<file path="config.mk">
export PLATFORM = sky130hd
export DESIGN_NAME = seq_pattern_detector
export DESIGN_NICKNAME = d
export VERILOG_FILES = /design/src/rtl/seq_pattern_detector.sv
export SDC_FILE = /design/constraint.sdc
export NUM_CORES = 1
export LEC_CHECK = 0
export BUFFER_PORTS_ARGS = -buffer_cell sky130_fd_sc_hd__buf_2
export CORE_MARGIN = 4
export CORE_UTILIZATION = 50
export CTS_CLUSTER_SIZE = 30
export DETAILED_ROUTE_END_ITERATION = 6
export PLACE_DENSITY = 0.73
export SLEW_MARGIN = 5
export SYNTH_ARGS = -nofsm -noshare
export SYNTH_HDL_FRONTEND = slang
export SYNTH_SLANG_ARGS = --single-unit
</file>
<file path="constraint.sdc">
create_clock -name clk -period 5.1 [get_ports clk]
set_input_delay 0.765 -clock clk [delete_from_list [all_inputs] [get_ports clk]]
set_output_delay 0.765 -clock clk [all_outputs]
set_load 0.02 [all_outputs]
</file>
<file path="src/rtl/seq_pattern_detector.sv">
`default_nettype none
// ============================================================================
//  Module      : seq_pattern_detector
//  Description : Serial bit-pattern detector with a run-time programmable
//                PAT_W-bit pattern, overlapping / non-overlapping matching,
//                a Mealy match flag and a saturating match counter.
//  Revision    : 1.0 - initial release
// ============================================================================
module seq_pattern_detector #(
    parameter int               PAT_W       = 3,
    parameter int               CNT_W       = 8,
    parameter logic [PAT_W-1:0] RST_PATTERN = PAT_W'(3'b011),
    parameter bit               RST_OVERLAP = 1'b1
) (
    input  logic             clk,
    input  logic             reset,        // synchronous, active low
    input  logic             xin,
    input  logic             xin_valid,
    input  logic             cfg_load,
    input  logic [PAT_W-1:0] cfg_pattern,
    input  logic             cfg_overlap,
    input  logic             cnt_clr,
    output logic             y,
    output logic [CNT_W-1:0] match_cnt,
    output logic             busy
);

    // fill counts 0..PAT_W-1, so $clog2(PAT_W) bits are always enough
    localparam int               c_fill_w   = $clog2(PAT_W);
    localparam logic [c_fill_w-1:0] c_fill_max = c_fill_w'(PAT_W - 1);
    localparam logic [CNT_W-1:0] c_cnt_max  = {CNT_W{1'b1}};
    localparam logic [CNT_W-1:0] c_cnt_one  = CNT_W'(1);

    logic [PAT_W-1:0]    r_pat;
    logic                r_ovl;
    logic [PAT_W-2:0]    r_hist;      // newest accepted bit in bit 0
    logic [c_fill_w-1:0] r_fill;
    logic [CNT_W-1:0]    r_cnt;

    logic [PAT_W-1:0]    w_window;    // history plus the bit on the wire now
    logic                w_full;
    logic                w_accept;
    logic                w_match;

    // The candidate window is the held history followed by the current bit;
    // building it this way also covers PAT_W=2 where the history is one bit.
    assign w_window = {r_hist, xin};
    assign w_full   = (r_fill == c_fill_max);
    assign w_accept = xin_valid & ~cfg_load;
    assign w_match  = reset & w_accept & w_full & (w_window == r_pat);

    assign y         = w_match;
    assign match_cnt = r_cnt;
    assign busy      = (r_fill != '0);

    // Pattern and overlap mode: reset value or a fresh load
    always_ff @(posedge clk) begin
        if (!reset) begin
            r_pat <= RST_PATTERN;
            r_ovl <= RST_OVERLAP;
        end else if (cfg_load) begin
            r_pat <= cfg_pattern;
            r_ovl <= cfg_overlap;
        end
    end

    // Bit history and fill level; a load or a non-overlapping match restarts
    always_ff @(posedge clk) begin
        if (!reset) begin
            r_hist <= '0;
            r_fill <= '0;
        end else if (cfg_load) begin
            r_fill <= '0;
        end else if (xin_valid) begin
            if (w_match && !r_ovl) begin
                r_fill <= '0;
            end else begin
                r_hist <= w_window[PAT_W-2:0];
                if (!w_full) begin
                    r_fill <= r_fill + 1'b1;
                end
            end
        end
    end

    // Saturating match counter; a clear coinciding with a match keeps that match
    always_ff @(posedge clk) begin
        if (!reset) begin
            r_cnt <= '0;
        end else if (cnt_clr) begin
            r_cnt <= w_match ? c_cnt_one : '0;
        end else if (w_match && (r_cnt != c_cnt_max)) begin
            r_cnt <= r_cnt + 1'b1;
        end
    end

endmodule
`default_nettype wire

</file>
==> results of run 1 <==
## layer usage
metal	vias up	wire length, um	track usage (%)
li1	386	-	-
met1	337	809	17.9
met2	22	735	22.3
met3	4	96	4.59
met4	0	35	9.68
met5	-	0	0
## power by group through the flow
stage               Combinational (W)  Sequential, W  Clock (W)
floorplan                   0.0000138       0.000132          0
global placement            0.0000189       0.000133          0
detailed placement          0.0000194       0.000133          0
CTS                         0.0000194       0.000130  0.0000680
global route                0.0000216       0.000130  0.0000746
finish                      0.0000193       0.000130  0.0000650
## cell type report
type / count / area [um2]
multi-input cells: 68 / 472
repair buffers: 19 / 95.1
flip-flops and latches: 16 / 320
fillers: 136 / 603
inverters: 7 / 26.3
well taps: 16 / 20.0
clock buffers: 3 / 22.5
## cell usage after synthesis (3+ instances only)
master,instances,area share (%)
xor2_1,3,3.1
dfxtp_1,16,37
inv_1,7,3.1
or4_1,3,2.6
o31ai_1,3,2.6
nand2b_1,3,2.2
nand2_1,10,4.4
nor2_1,3,1.3
a21oi_1,6,3.5
mux2i_1,7,8.2
ha_1,3,4.4
nand3_1,4,2.3
nor2b_1,3,2.2
## cells by family after synthesis
family / after synthesis / share of synthesized area, %
xor+xnor: 3 / 3.07
mux: 7 / 8.19
simple gates: 36 / 24.6
flops: 16 / 37.4
compound gates: 19 / 14.9
fa+ha+maj: 3 / 4.39
buf+inv: 11 / 7.46
## worst reg2reg max path, cell delays in order, from the launching register on
cell and delay (ns):
dfxtp_1 0.33, inv_1 0.07, ha_1 0.22, nand4b_1 0.12, or4_4 0.52, or4_1 0.54, a21oi_1 0.15
## through the flow
| stage | setup WS [ns] | instance area, um2 |
|---|---|---|
| after floorplan | 2.51 | 856 |
| after global placement | 2.37 | 933 |
| after detailed placement | 2.34 | 933 |
| after CTS | 2.34 | 956 |
| after global routing | 2.27 | 956 |
| final | 2.34 | 956 |
## registers in the layout, summed over array words and instances (netlist names)
name and cells:
r_ovl 1, r_fill 2, r_pat 3, match_cnt 8
r_hist 2
## worst max-delay path by stage
stage / endpoint / from / slack (ns) / cells after the start
after floorplan: y / cfg_load / 2.51 / 5
after global placement: y / xin / 2.37 / 5
after detailed placement: y / xin / 2.34 / 5
after CTS: y / xin / 2.34 / 5
after global routing: y / xin / 2.27 / 5
final: y / xin / 2.34 / 5
==> summary.txt, run 1 <==
Layout
  • Commonest non-fill, non-tap cell in the layout: buf_2
  • Post-layout util: approximately 61%
  • Ant. Diodes: 0
  • Share of layout cells above drive strength 1: 22.1%
  • Final non-filler cell total: roughly 130
  • Area growth syn-to-layout: 11.7%
  • # nets final: ~130
  • Most frequent cells in the layout: buf_2 (19), dfxtp_1 (16), nand2_1 (10)

Power and ir drop
  • P_int: between 0.00015 and 0.0002 W
  • Maximum VDD drop: 0.135 mV
  • Pwr/cell area: approximately 220 mW/mm2
  • Leakage: around 0.41 nW
  • Sw Share: between 20% and 30%
  • Flop pwr share: between 60% and 70%
  • Tot Pwr: between 0.0002 and 0.00025 W
  • Comb pwr share: roughly 9.0%
  • Clock share of power: between 30% and 40%
  • Net Switching: 0.0000501 W

Clock tree
  • CTS HTree Levels: 1
  • Postcts setup bufs: 0
  • Hold-fix buffers, CTS: 0
  • CTS buffer count: 3
  • Clock Tree Buf Depth: 2
  • CTS Root Cell: clkbuf_4
  • Total clock sinks: 16
  • PostCTS Resize Cnt: 0
  • Clk_lat worst skew: between 0.2 and 0.3 ns
  • Clock slew at reported path FFs: 0.09 ns
  • CTS tree: built

Logic synthesis
  • EDFF count, synth: 0
  • Post-synth net total: about 110
  • Syn Area/Cell: about 9 um2
  • Ys async rst share: 0%
  • Warnings, synthesis: 0
  • Sequential fraction of the synthesis area: 37.4%
  • Top_reg_cell synth: dfxtp_1
  • Post-Syn Instances: between 90 and 100
  • Distinct cells, synth: 33
  • Synthesized area: 856 um2
  • Yosys reg bits: 16

Floorplan
  • Rows: 14
  • IO Pins: 20
  • Die W: 49.4 um
  • Core Area: between 0.0015 and 0.002 mm2
  • Die Ht: ~49 um
  • DIE AREA: 0.00244 mm2
  • Initial Utilization: 54.9%

Route
  • Violation count after the first detailed-route iteration: 25
  • DRC violations left: 0
  • Mean number of vias per cell: 5.81
  • Detailed Route WL: ~1700 um
  • Routed WL per cell: about 13 um
  • DR vias: roughly 750
  • Detail Route Antenna Nets: 0
  • Pre-antenna DRT Iters: 4

Setup path
  • Critical Path Fanout Max: 13
  • Delay-heaviest family, CP: simple AND/OR/NAND/NOR gates
  • CP most frequent cell: buf_2
  • CP bufs+invs: 3
  • Cells on worst reg2reg path: 6
  • CP Class: in2out
  • Worst endpoint required time: 4.34 ns
  • Crit-path slowest cell: or4_4
  • Startpoint type of the worst setup path: primary input
  • Crit path DAT: 2.00 ns
  • Cells along the critical path: buf_2 -> xor2_1 -> or4_4 -> inv_1 -> buf_2
  • Crit Reg-Reg Startpoint: r_fill[0]$_SDFFE_PP0P_
  • Reg-to-reg endpoint: match_cnt[4]$_SDFFE_PN0P_
  • CP peak stage delay: 0.60 ns
  • R2R Setup Slk: around 3 ns
  • Setup crit end kind: output pin

Timing
  • Slew Viols, Final: 0
  • Min Tclk post-route: around 2.8 ns
  • Setup Skew: approximately 0.00044 ns
  • Post-route setup TNS: 0 ns
  • Endpoints failing setup: 0
  • Hold Violations, Final: 0
  • Rel. slew slack: between 60% and 70%
  • RSZ-0062 raised after global routing: no
  • Slew @ Worst Pin: ~0.46 ns
  • Min Hold Slack: ~0.48 ns
  • FMAX: ~360 MHz
  • Fin crit share: 54.1%

Place
  • IO buf count: 19
  • Placed instance count: about 130
  • Placer Congestion: 0.781
  • DP HPWL: about 1300 um

Outcome
  • Status: completed

Global route
  • Global-route wire length before repair: 2760 um
  • Largest net degree at the start of global routing: 14
  • GRT Resource Usage Total: 14.8%
  • Number of global-route vias before repair: around 660
  • Initial antenna violation count: 0
  • GRT overflow: 0

Worst hold path
  • Worst hold path depth: 1
  • HP Start: r_fill[0]$_SDFFE_PP0P_
  • HP Class: reg2reg
  • Worst Hold End: r_fill[0]$_SDFFE_PP0P_

Job
  • Max-cap violations: 0
No activity file was read; power rests on OpenSTA's default activity.
==> inputs of run 2 (changes only) <==
CORE_UTILIZATION = 46   (was 50)
PLACE_DENSITY = 0.71   (was 0.73)
clock period = 2.3 ns   (was 5.1 ns; I/O delays follow)
==> run 2 against run 1 <==
Total power grew 140%. Die area rose by 7.3%. Cell area is 5.2% higher. Flip-flop and latch count did not move. Routed wire length is 2.8% higher. Critical path depth rose by 1. Highest routed layer unchanged. Largest cell class unchanged. Combinational power increased by 130%.
==> summary.txt, run 2 (synthesized netlist as in run 1, its figures left out) <==
Outcome
  • Status: completed

Timing
  • FMAX: about 450 MHz
  • Endpoints failing setup: 0
  • Rel. slew slack: 70.6%
  • Fin crit share: between 90 and 100%
  • Min Tclk post-route: roughly 2.2 ns
  • Slew @ Worst Pin: between 0.4 and 0.5 ns
  • Setup Skew: roughly 0.0063 ns
  • RSZ-0062 raised after global routing: no
  • Slew Viols, Final: 0
  • Hold Violations, Final: 0
  • Post-route setup TNS: 0 ns

Power and ir drop
  • Clock share of power: between 30% and 40%
  • P_int: 0.000399 W
  • Net Switching: about 0.00012 W
  • Flop pwr share: 55.4%
  • Leakage: roughly 0.42 nW
  • Sw Share: 23.2%
  • Comb pwr share: 8.4%
  • Pwr/cell area: slightly above 500 mW/mm2
  • Tot Pwr: around 0.00052 W
  • Maximum VDD drop: just under 0.3 mV

Setup path
  • Critical Path Fanout Max: 8
  • R2R Setup Slk: about 0.16 ns
  • Crit path DAT: 1.85 ns
  • CP Class: reg2out
  • Setup crit end kind: output pin
  • Worst endpoint required time: 1.96 ns
  • Startpoint type of the worst setup path: flip-flop

Floorplan
  • Die W: 51.1 um
  • Rows: 15
  • DIE AREA: about 0.0026 mm2
  • Initial Utilization: around 49%
  • Core Area: about 0.0017 mm2
  • Die Ht: roughly 51 um
  • IO Pins: 20

Job
  • Max-cap violations: 0

Layout
  • Fillers: 168
  • Most frequent cells in the layout: buf_2 (19), dfxtp_1 (16), nand2_1 (10)
  • Commonest non-fill, non-tap cell in the layout: buf_2
  • Area growth syn-to-layout: 17.5%
  • # nets final: between 100 and 150
  • Share of layout cells above drive strength 1: between 20% and 30%
  • Ant. Diodes: 0
  • Max FFs per register: 8

Clock tree
  • CTS Root Cell: clkbuf_4
  • Clock Tree Buf Depth: 2
  • CTS buffer count: 3
  • Clock slew at reported path FFs: roughly 0.09 ns
  • Total clock sinks: 16
  • Hold-fix buffers, CTS: 0
  • Clk_lat worst skew: ~0.29 ns
  • CTS tree: built
  • CTS HTree Levels: 1

Global route
  • Number of global-route vias before repair: approximately 660
  • GRT overflow: 0
  • Largest net degree at the start of global routing: 14
  • GRT Resource Usage Total: between 10% and 20%
  • Global-route wire length before repair: roughly 3000 um
  • Initial antenna violation count: 0

Place
  • DP HPWL: about 1300 um
  • Placer Congestion: approximately 0.79
  • IO buf count: 19

Route
  • Detailed Route WL: ~1700 um
  • DR vias: between 700 and 800
  • DRC violations left: 0
  • Detail Route Antenna Nets: 0
  • Pre-antenna DRT Iters: 4
  • Routed WL per cell: 12.1 um
  • Violation count after the first detailed-route iteration: 21
  • Mean number of vias per cell: roughly 5.4

Worst hold path
  • HP Class: in2reg
[run 2: cell count changes in the layout (fill, tap and decap cells not counted)]
| cell | delta |
|---|---|
| clkbuf_8 | +1 |
| ha_1 | -1 |
| buf_4 | +3 |
| inv_1 | -1 |
| ha_2 | +1 |
| inv_2 | +1 |
[run 2: worst paths after layout]
path | start | to | cells after the start
worst min register to register | r_fill[0]$_SDFFE_PP0P_ | r_fill[0]$_SDFFE_PP0P_ | 1
worst min-delay path | cfg_overlap | r_ovl$_SDFFE_PN1P_ | 3
worst max register to register | r_fill[0]$_SDFFE_PP0P_ | match_cnt[4]$_SDFFE_PN0P_ | 7
worst max-delay path | r_fill[0]$_SDFFE_PP0P_ | y | 6
[run 2: power groups by stage]
| stage | registers, W | logic (W) | clock network [W] |
|---|---|---|---|
| after floorplan | 0.000293 | 0.0000307 | 0 |
| after global placement | 0.000294 | 0.0000418 | 0 |
| after detailed placement | 0.000295 | 0.0000439 | 0 |
| after CTS | 0.000288 | 0.0000439 | 0.000189 |
| after global routing | 0.000289 | 0.0000488 | 0.000208 |
| final | 0.000288 | 0.0000437 | 0.000188 |
[run 2: what timing repair did]
action,CTS,global route
setup buffers,0,3
endpoints found under the setup margin,0,1
resized for setup,0,2
[run 2: layout make-up]
type / instances / area (um2) / area share [%]
Tap cell: 25 / 31.3 / 3.11
Clock buffer: 4 / 36.3 / 3.61
Sequential cell: 16 / 320 / 31.8
Multi-Input combinational cell: 68 / 474 / 47.1
Timing Repair Buffer: 22 / 118 / 11.7
Inverter: 7 / 26.3 / 2.61
[run 2: stage by stage]
step	setup WS (ns)	hold WS, ns	std cells	cell area (um2)	util (%)
6_report	0.101	0.272	142	1010	57.6
4_1_cts	0.0479	0.273	139	981	56.2
3_3_place_gp	0.363	0.456	135	945	54.1
5_1_grt	0.000935	0.268	142	1010	57.6
3_5_place_dp	0.323	0.465	135	945	54.1
2_1_floorplan	0.410	0.436	95	856	-
[run 2: metal layers]
metal  track usage [%]  vias up  share of wire (%)  wire (um)
met1              21.0      355                 48        831
li1                  -      390                  -          -
met2              20.6       15                 47        810
met3              3.50        4                3.5         60
met5                 0        -                  0          0
met4              6.73        0                1.2         20
[run 2: critical path, stage by stage (launching register included)]
cell and delay [ns]:
dfxtp_1 0.33, inv_1 0.08, ha_2 0.21, nand4b_1 0.10
or4_4 0.55, inv_2 0.12, buf_2 0.17
==> inputs of run 3 (changes only) <==
BUFFER_PORTS_ARGS = not set   (was -buffer_cell sky130_fd_sc_hd__buf_2)
CORE_UTILIZATION = 50   (was 46)
DONT_BUFFER_PORTS = 1   (was not set)
HOLD_SLACK_MARGIN = 0.03   (was not set)
PLACE_DENSITY = 0.66   (was 0.71)
==> run 3 against run 2 <==
Cell area decreased by 13%. Hold slack lost 0.16 ns. Sequential power about the same. Fmax increased by 1.8%. Register-to-register slack better by 0.15 ns. Clock skew grew 0.00094 ns. Critical path type unchanged.
==> summary.txt, run 3 (synthesized netlist as in run 1, its figures left out) <==
Floorplan
  • IO Pins: 20
  • Core Area: 0.00156 mm2
  • Die Ht: 49.4 um
  • Rows: 14
  • Initial Utilization: 54.9%
  • DIE AREA: 0.00244 mm2
  • Die W: ~49 um

Layout
  • Most frequent cells in the layout: dfxtp_1 (16), nand2_1 (10), inv_1 (7), mux2i_1 (7), a21oi_1 (6)
  • Max FFs per register: 8
  • # nets final: between 100 and 150
  • Commonest non-fill, non-tap cell in the layout: dfxtp_1
  • Ant. Diodes: 0
  • Post-route design area: 875 um2
  • Share of layout cells above drive strength 1: 7.37%
  • Area growth syn-to-layout: 2.19%
  • Fillers: ~150

Power and ir drop
  • P_int: between 0.0003 and 0.0004 W
  • Sw Share: a little over a fifth
  • Comb pwr share: between 5 and 6%
  • Leakage: between 0.3 and 0.4 nW
  • Clock share of power: 36.5%
  • Net Switching: approximately 0.00010 W
  • Maximum VDD drop: around 0.29 mV
  • Flop pwr share: 57.8%
  • Pwr/cell area: roughly 570 mW/mm2

Clock tree
  • Clk_lat worst skew: between 0.2 and 0.3 ns
  • Clock slew at reported path FFs: roughly 0.09 ns
  • CTS Root Cell: clkbuf_4
  • Postcts setup bufs: 0
  • Hold-fix buffers, CTS: 0
  • Clock Tree Buf Depth: 2
  • PostCTS Resize Cnt: 0
  • CTS buffer count: 3
  • CTS HTree Levels: 1
  • Total clock sinks: 16
  • CTS tree: built

Route
  • Detailed Route WL: 1560 um
  • Pre-antenna DRT Iters: 4
  • DR vias: around 660
  • Mean number of vias per cell: 5.94
  • Detail Route Antenna Nets: 0
  • Violation count after the first detailed-route iteration: 10
  • DRC violations left: 0
  • Routed WL per cell: roughly 14 um

Timing
  • Slew @ Worst Pin: approximately 0.45 ns
  • RSZ-0062 raised after global routing: no
  • Min Hold Slack: about 0.11 ns
  • Min Tclk post-route: 2.16 ns
  • Hold Violations, Final: 0
  • Endpoints failing setup: 0
  • Fin crit share: a little over nine tenths
  • Slew Viols, Final: 0
  • Post-route setup TNS: 0 ns
  • FMAX: roughly 460 MHz
  • Rel. slew slack: 69.9%
  • Setup Skew: 0.00724 ns

Global route
  • Routing usage on met3: 7.95%
  • GRT Resource Usage Total: about 15%
  • GRT Max-Usage Layer: met2
  • Largest net degree at the start of global routing: 14
  • GR Util met1: between 10% and 20%
  • Number of global-route vias before repair: around 600
  • Initial antenna violation count: 0
  • GRT overflow: 0
  • Global-route wire length before repair: around 2800 um
  • GR Util met2: about a fifth

Setup path
  • Startpoint type of the worst setup path: flip-flop
  • CP Class: reg2out
  • Worst endpoint required time: 1.96 ns
  • Crit path DAT: around 1.8 ns
  • Critical Path Fanout Max: 13
  • Setup crit end kind: output pin

Worst hold path
  • HP Class: in2reg

Place
  • DP HPWL: about 1200 um
  • Area after DPL: ~840 um2
  • IO buf count: 0
  • Placer Congestion: ~0.77

Outcome
  • Status: completed

Job
  • Max-cap violations: 0
==> run 3: cell count changes in the layout (fill, tap and decap cells not counted) <==
cell,before,now
buf_2,19,0
buf_4,3,0
ha_1,2,3
ha_2,1,0
inv_1,6,7
inv_2,1,0
==> run 3: critical path, stage by stage (launching register included) <==
cell      delay (ns)
dfxtp_1         0.33
inv_1           0.08
ha_1            0.22
nand4b_1        0.11
or4_4           0.51
inv_1           0.28
==> run 3: per-stage QoR <==
stage / power [W] / std cells / setup WS [ns] / util (%)
global route: 0.000524 / 111 / 0.0170 / 56.1
finish: 0.000498 / 111 / 0.140 / 56.1
CTS: 0.000508 / 111 / 0.133 / 56.1
floorplan: 0.000324 / 95 / 0.410 / -
global placement: 0.000323 / 107 / 0.366 / 53.8
detailed placement: 0.000324 / 107 / 0.339 / 53.8
==> run 3: layout make-up <==
type	instances	area, um2	area share [%]
multi-input combinational	68	472	53.9
inverter	7	26.3	3.00
tap	16	20.0	2.29
sequential	16	320	36.6
clock buffer	4	36.3	4.15
==> run 3: path summary, 6_finish.rpt <==
path / start / to / slack, ns / cells past startpoint
setup / recovery: r_fill[0]$_SDFFE_PP0P_ / y / 0.14 / 5
hold / removal: reset / r_pat[0]$_SDFFE_PN1P_ / 0.11 / 1
setup reg to reg: r_fill[0]$_SDFFE_PP0P_ / match_cnt[4]$_SDFFE_PN0P_ / 0.31 / 6
hold reg to reg: r_hist[1]$_SDFFE_PN0P_ / r_hist[1]$_SDFFE_PN0P_ / 0.48 / 2
==> run 3: per-layer routing <==
metal / vias to the layer above / routed length [um]
li1: 354 / -
met2: 18 / 678
met3: 2 / 133
met5: - / 0
met1: 285 / 733
met4: 0 / 13
==> run 3: power groups by stage <==
stage,sequential [W],combinational (W),clock (W)
after floorplan,0.000293,0.0000307,0
after global placement,0.000294,0.0000287,0
after detailed placement,0.000295,0.0000292,0
after CTS,0.000288,0.0000292,0.000191
after global routing,0.000289,0.0000328,0.000203
final,0.000288,0.0000286,0.000182
